==> config.mk <==
export PLATFORM = sky130hd
export DESIGN_NAME = int_arbiter
export DESIGN_NICKNAME = d
export VERILOG_FILES = /design/src/rtl/int_arbiter.sv
export SDC_FILE = /design/constraint.sdc
export NUM_CORES = 1
export LEC_CHECK = 0
export ABC_AREA = 1
export BUFFER_PORTS_ARGS = -buffer_cell sky130_fd_sc_hd__buf_2
export CORE_UTILIZATION = 50
export CTS_CLUSTER_DIAMETER = 50
export DETAILED_ROUTE_END_ITERATION = 6
export GPL_TIMING_DRIVEN = 0
export PLACE_DENSITY_LB_ADDON = 0.08
export SYNTH_ARGS = -nofsm -noshare
export SYNTH_HDL_FRONTEND = slang
export SYNTH_SLANG_ARGS = --single-unit
==> constraint.sdc <==
create_clock -name clk -period 1.4 [get_ports clk]
set_input_delay 0.07 -clock clk [delete_from_list [all_inputs] [get_ports clk]]
set_output_delay 0.07 -clock clk [all_outputs]
set_load 0.02 [all_outputs]
==> src/rtl/int_arbiter.sv <==
// Purpose    : interrupt arbiter; syncs 4 IRQ lines, latches pending, masks, grants one source to the control unit.
// Latency    : SYNC_STAGES=2, EDGE_MODE=1: int_in high before edge k -> pending after k+2 -> irq/int_vec after k+3.
// Backpressure: irq and int_vec are held until ack; no further grant until eoi closes the service window.
//
// Ports:
//   clk        system clock, all state on the rising edge
//   reset      asynchronous, active-low reset
//   int_in     raw interrupt lines, bit0 = intPort1 (highest fixed priority) .. bit3 = intPort4
//   cfg_we     mask write strobe; cfg_mask is captured on the next edge
//   cfg_mask   new mask, 1 = source disabled (it still accumulates pending)
//   ack        control unit accepts the presented interrupt (only honoured in REQ)
//   eoi        end of interrupt (only honoured in SERVICE)
//   irq        interrupt request to the control unit
//   int_vec    one-hot granted source, 0 when nothing is granted
//   pending    latched pending bits
//   mask       current mask register
//   in_service high from the accepted ack until eoi
//   eoi_err    sticky flag, eoi seen outside SERVICE; cleared only by reset
//
// Build option: define INT_ROUND_ROBIN_EN for rotating priority (2-bit pointer rr);
// otherwise fixed priority with bit0 highest.

module int_arbiter #(
  parameter int SYNC_STAGES = 2,  // legal 2..3
  parameter int EDGE_MODE   = 1   // 1 = rising-edge pending, 0 = level pending
) (
  input  logic       clk,
  input  logic       reset,
  input  logic [3:0] int_in,
  input  logic       cfg_we,
  input  logic [3:0] cfg_mask,
  input  logic       ack,
  input  logic       eoi,
  output logic       irq,
  output logic [3:0] int_vec,
  output logic [3:0] pending,
  output logic [3:0] mask,
  output logic       in_service,
  output logic       eoi_err
);

  typedef enum logic [1:0] {
    IDLE    = 2'd0,
    REQ     = 2'd1,
    SERVICE = 2'd2
  } state_t;

  state_t     state_q, state_d;

  logic [3:0] sync_q [SYNC_STAGES];
  logic [3:0] s;
  logic [3:0] s_prev_q;

  logic [3:0] pending_q, pending_d;
  logic [3:0] mask_q;
  logic [3:0] int_vec_q, int_vec_d;
  logic       irq_q, irq_d;
  logic       in_service_q, in_service_d;
  logic       eoi_err_q, eoi_err_d;

  logic [3:0] set_vec;
  logic [3:0] clr_vec;
  logic [3:0] eligible;
  logic [3:0] sel_vec;
  logic       ack_take;

  // ------------------------------------------------------------------
  // Input synchroniser and edge detect
  // ------------------------------------------------------------------
  always_ff @(posedge clk or negedge reset) begin
    if (!reset) begin
      for (int i = 0; i < SYNC_STAGES; i++) begin
        sync_q[i] <= 4'b0000;
      end
      s_prev_q <= 4'b0000;
    end else begin
      sync_q[0] <= int_in;
      for (int i = 1; i < SYNC_STAGES; i++) begin
        sync_q[i] <= sync_q[i-1];
      end
      s_prev_q <= s;
    end
  end

  assign s = sync_q[SYNC_STAGES-1];

  always_comb begin
    if (EDGE_MODE != 0) begin
      set_vec = s & ~s_prev_q;
    end else begin
      set_vec = s;
    end
  end

  // ------------------------------------------------------------------
  // Pending and mask
  // ------------------------------------------------------------------
  // Only the granted source is cleared, and only by an accepted ack.
  // OR-ing set_vec in last lets a fresh request win over the clear.
  assign clr_vec   = ack_take ? int_vec_q : 4'b0000;
  assign pending_d = (pending_q & ~clr_vec) | set_vec;
  assign eligible  = pending_q & ~mask_q;

  always_ff @(posedge clk or negedge reset) begin
    if (!reset) begin
      pending_q <= 4'b0000;
      mask_q    <= 4'b0000;
    end else begin
      pending_q <= pending_d;
      if (cfg_we) begin
        mask_q <= cfg_mask;
      end
    end
  end

  // ------------------------------------------------------------------
  // Source selection
  // ------------------------------------------------------------------
`ifdef INT_ROUND_ROBIN_EN
  logic [1:0] rr_q;
  logic [1:0] grant_idx;

  // Index of the (one-hot) granted source.
  function automatic logic [1:0] onehot_idx(input logic [3:0] v);
    logic [1:0] idx;
    idx = 2'd0;
    for (int i = 0; i < 4; i++) begin
      if (v[i]) begin
        idx = i[1:0];
      end
    end
    return idx;
  endfunction

  // First eligible source scanning upward from start, wrapping mod 4.
  function automatic logic [3:0] rr_pick(input logic [3:0] v, input logic [1:0] start);
    logic [3:0] res;
    logic [1:0] idx;
    logic       found;
    res   = 4'b0000;
    found = 1'b0;
    for (int i = 0; i < 4; i++) begin
      idx = start + i[1:0];
      if (!found && v[idx]) begin
        res[idx] = 1'b1;
        found    = 1'b1;
      end
    end
    return res;
  endfunction

  assign grant_idx = onehot_idx(int_vec_q);
  assign sel_vec   = rr_pick(eligible, rr_q);

  // Pointer moves past the source that was just accepted.
  always_ff @(posedge clk or negedge reset) begin
    if (!reset) begin
      rr_q <= 2'd0;
    end else if (ack_take) begin
      rr_q <= grant_idx + 2'd1;
    end
  end
`else
  // Fixed priority: lowest set bit wins.
  function automatic logic [3:0] fixed_pick(input logic [3:0] v);
    logic [3:0] res;
    logic       found;
    res   = 4'b0000;
    found = 1'b0;
    for (int i = 0; i < 4; i++) begin
      if (!found && v[i]) begin
        res[i] = 1'b1;
        found  = 1'b1;
      end
    end
    return res;
  endfunction

  assign sel_vec = fixed_pick(eligible);
`endif

  // ------------------------------------------------------------------
  // Handshake FSM
  // ------------------------------------------------------------------
  always_ff @(posedge clk or negedge reset) begin
    if (!reset) begin
      state_q      <= IDLE;
      int_vec_q    <= 4'b0000;
      irq_q        <= 1'b0;
      in_service_q <= 1'b0;
      eoi_err_q    <= 1'b0;
    end else begin
      state_q      <= state_d;
      int_vec_q    <= int_vec_d;
      irq_q        <= irq_d;
      in_service_q <= in_service_d;
      eoi_err_q    <= eoi_err_d;
    end
  end

  always_comb begin
    state_d      = state_q;
    int_vec_d    = int_vec_q;
    irq_d        = irq_q;
    in_service_d = in_service_q;
    eoi_err_d    = eoi_err_q;
    ack_take     = 1'b0;

    case (state_q)
      IDLE: begin
        // The grant is latched here, so later mask writes cannot retract it.
        if (eligible != 4'b0000) begin
          int_vec_d = sel_vec;
          irq_d     = 1'b1;
          state_d   = REQ;
        end
        if (eoi) begin
          eoi_err_d = 1'b1;
        end
      end

      REQ: begin
        if (ack) begin
          ack_take     = 1'b1;
          irq_d        = 1'b0;
          in_service_d = 1'b1;
          state_d      = SERVICE;
        end
        if (eoi) begin
          eoi_err_d = 1'b1;
        end
      end

      SERVICE: begin
        if (eoi) begin
          in_service_d = 1'b0;
          int_vec_d    = 4'b0000;
          state_d      = IDLE;
        end
      end

      default: begin
        state_d      = IDLE;
        int_vec_d    = 4'b0000;
        irq_d        = 1'b0;
        in_service_d = 1'b0;
      end
    endcase
  end

  assign irq        = irq_q;
  assign int_vec    = int_vec_q;
  assign pending    = pending_q;
  assign mask       = mask_q;
  assign in_service = in_service_q;
  assign eoi_err    = eoi_err_q;

endmodule

==> run summary <==
register bit total from synthesis: 29
Final #Nets: 155
Max-slew headroom: 58.7%
worst path required time: 1660 ps
CTS Buf Count: 5
GRT Resource Usage Total: 20.9%
Syn Area/Cell: 10.9 um2
final hold vios: 0
Clock Tree Root: clkbuf_4
WL per Instance: 11.8 um
clk sinks: 29
Final Instance Area: 1390 um2
highest ir drop seen on vdd: 0.00109 V
crit path from: state_q[1]
DIE HEIGHT: 48.2 um
Post-Route WL: 2.00 mm
CTS Buffer Depth: 2
CP Capture Type: register
Leak Pwr: 0.748 nW
cell area after synthesis: 1070 um2
initial detailed-routing violation count: 8
Slew Limit Fails: 0
Seq pwr share: 46.7%
n_diodes: 0
core area: 1980 um2
worst clock skew: 8.96 ps
fin util: 70.1%
dpl cell area: 1230 um2
worst-path maximum fanout: 4
H-tree Lvls: 2
Area Overhead vs Synth: 30.4%
ANT nets after route: 0
number of iterations in the first detailed-routing pass: 4
syn nets: 111
final setup TNS: 0 ps
Final Cycle Share: 79.2%
PortBufs: 27
internal power: 1.49 mW
Initial Util: 53.8%
worst r2r src: state_q[1]
Ys Warns: 0
CTS tree: yes
status: finished, final reports clean
final setup vio count: 0
initial antenna violation count: 0
post-detail-place hpwl: 1.32 mm
Sw Pwr: 0.887 mW
latest clock arrival within the worst-skew pair: 320 ps
vias in the first global route: 717
Via-to-Cell Ratio: 4.66
CP Launch Type: register
Resized Gates After CTS: 0
largest net degree at the start of global routing: 30
Clk pwr share: 21.1%
worst reg-to-reg path cell count: 7
Max Freq: 0.902 GHz
GRT overflow: 0
power per cell area: 1710 nW/um2
Crit Path Category: register to register
die span in x: 48.2 um
Syn Inst Count: 98
max cap viols: 0
Worst Tran Pin Value: 620 ps
placer congestion estimate: 0.744
setup bufs post-CTS: 0
IO Pins: 28
sequential fraction of the synthesis area: 68.1%
Reg clk slew, reported paths: 90 ps
end of the worst register-to-register path: int_vec[1]
library cells used by synthesis: 16
num rows: 16
Worst Setup EP: int_vec[1]
fin crit period: 1110 ps
Sw Share: 37.3%
reg2reg setup slack: 290 ps
layout cells sized above 1: 32.4%
die area: 2320 um2
global-route wire length before repair: 2.99 mm
Comb pwr share: 32.3%
RSZ-0062 raised after global routing: false
drt drc: 0
Worst Hold Class: input pin to register
DR vias: 787
Worst EP arrival: 1370 ps
-- flip-flops by register name, summed over array words and instances (netlist names) --
signal	flops
int_vec	4
mask	4
pending	4
s	4
s_prev_q	4
sync_q	4
state_q	2
eoi_err	1
in_service	1
irq	1
-- synthesized netlist by cell type --
master    instances  area share (%)
a21o_1            1            0.70
dfrtp_1          29              68
inv_1            12             4.2
inv_2             2            0.70
mux2_2            2             2.1
nand2_1          25             8.8
nand2_2           4             2.3
nand3_1           7             3.3
nand3_2           1            0.94
nand3b_1          1            0.70
nand4_1           2             1.2
nor2_1            1            0.35
nor2_2            2             1.2
nor2_4            2             2.1
o21ai_0           3             1.4
o21ai_1           4             1.9
-- power groups by stage --
stage          Combinational [mW]  Sequential (mW)  Clock (mW)
2_1_floorplan               0.385             1.24           0
3_3_place_gp                0.728             1.12           0
3_5_place_dp                0.747             1.12           0
4_1_cts                     0.774             1.11       0.515
5_1_grt                     0.859             1.13       0.556
6_report                    0.768             1.11       0.501
-- timing repair --
item	4_1_cts	5_1_grt
setup endpoints to repair	0	0
hold buffers	10	0
endpoints found under the hold margin	38	0
-- layout by cell type, fill, tap and decap left out, types with 2 or more instances in the layout --
master and count:
inv_1 12, buf_2 27, clkbuf_4 5, nor2_2 2
mux2_2 2, nand3_1 7, nand4_1 2, dfrtp_1 29
nor2_4 2, nand2_1 25, inv_2 2, nand2_2 4
o21ai_1 4, dlygate4sd3_1 10, o21ai_0 3
-- metrics by stage --
step	instances	hold slack, ps	worst slack [ps]	total power, mW
floorplan	98	-226	300	1.63
CTS	169	11.6	290	2.40
global route	169	33.6	187	2.55
global placement	152	118	322	1.84
detailed placement	152	119	320	1.87
finish	169	20.0	292	2.38
-- worst max-delay path: stages (launching register included) --
cell     delay [ps]
dfrtp_1         440
inv_2            90
nand2_2          80
nor2_2          140
nand2_2          80
nand3_2         100
nand2_1          60
nand2_1          50
-- cells by family (layout without fill, tap and decap cells) --
family                 count (synthesis)  in the layout  synth area share, %
DFF                                   29             29                 68.1
buffers and inverters                 14             58                 4.93
AOI/OAI and AO/OA                      8              8                 3.99
and+or+nand+nor                       45             45                 20.9
muxes                                  2              2                 2.11
-- worst min path at each step --
stage | from | endpoint | slack, ps | cells past startpoint
final | cfg_we | mask[1] | 20 | 2
after global routing | cfg_we | mask[0] | 30 | 2
after CTS | cfg_we | mask[1] | 10 | 2
after detailed placement | reset | pending[0] | 120 | 1
after global placement | reset | pending[0] | 120 | 1
after floorplan | reset | eoi_err | -230 | 0
-- layout make-up --
cell class                 instances  area [um2]
tap                               27        33.8
timing repair buffer              37         235
sequential                        29         726
inverter                          14        52.6
fill                             155         592
multi-input combinational         55         288
clock buffer                       7        55.1
-- routing by layer --
metal  GRT usage (%)  vias up  part of all wire, %
met4            10.0        0                  2.1
met3            10.4        6                  6.9
met2            34.7       26                   48
met5               0        -                    0
li1                -      392                    -
met1            22.1      363                   43
(Power assumes the default switching activity.)
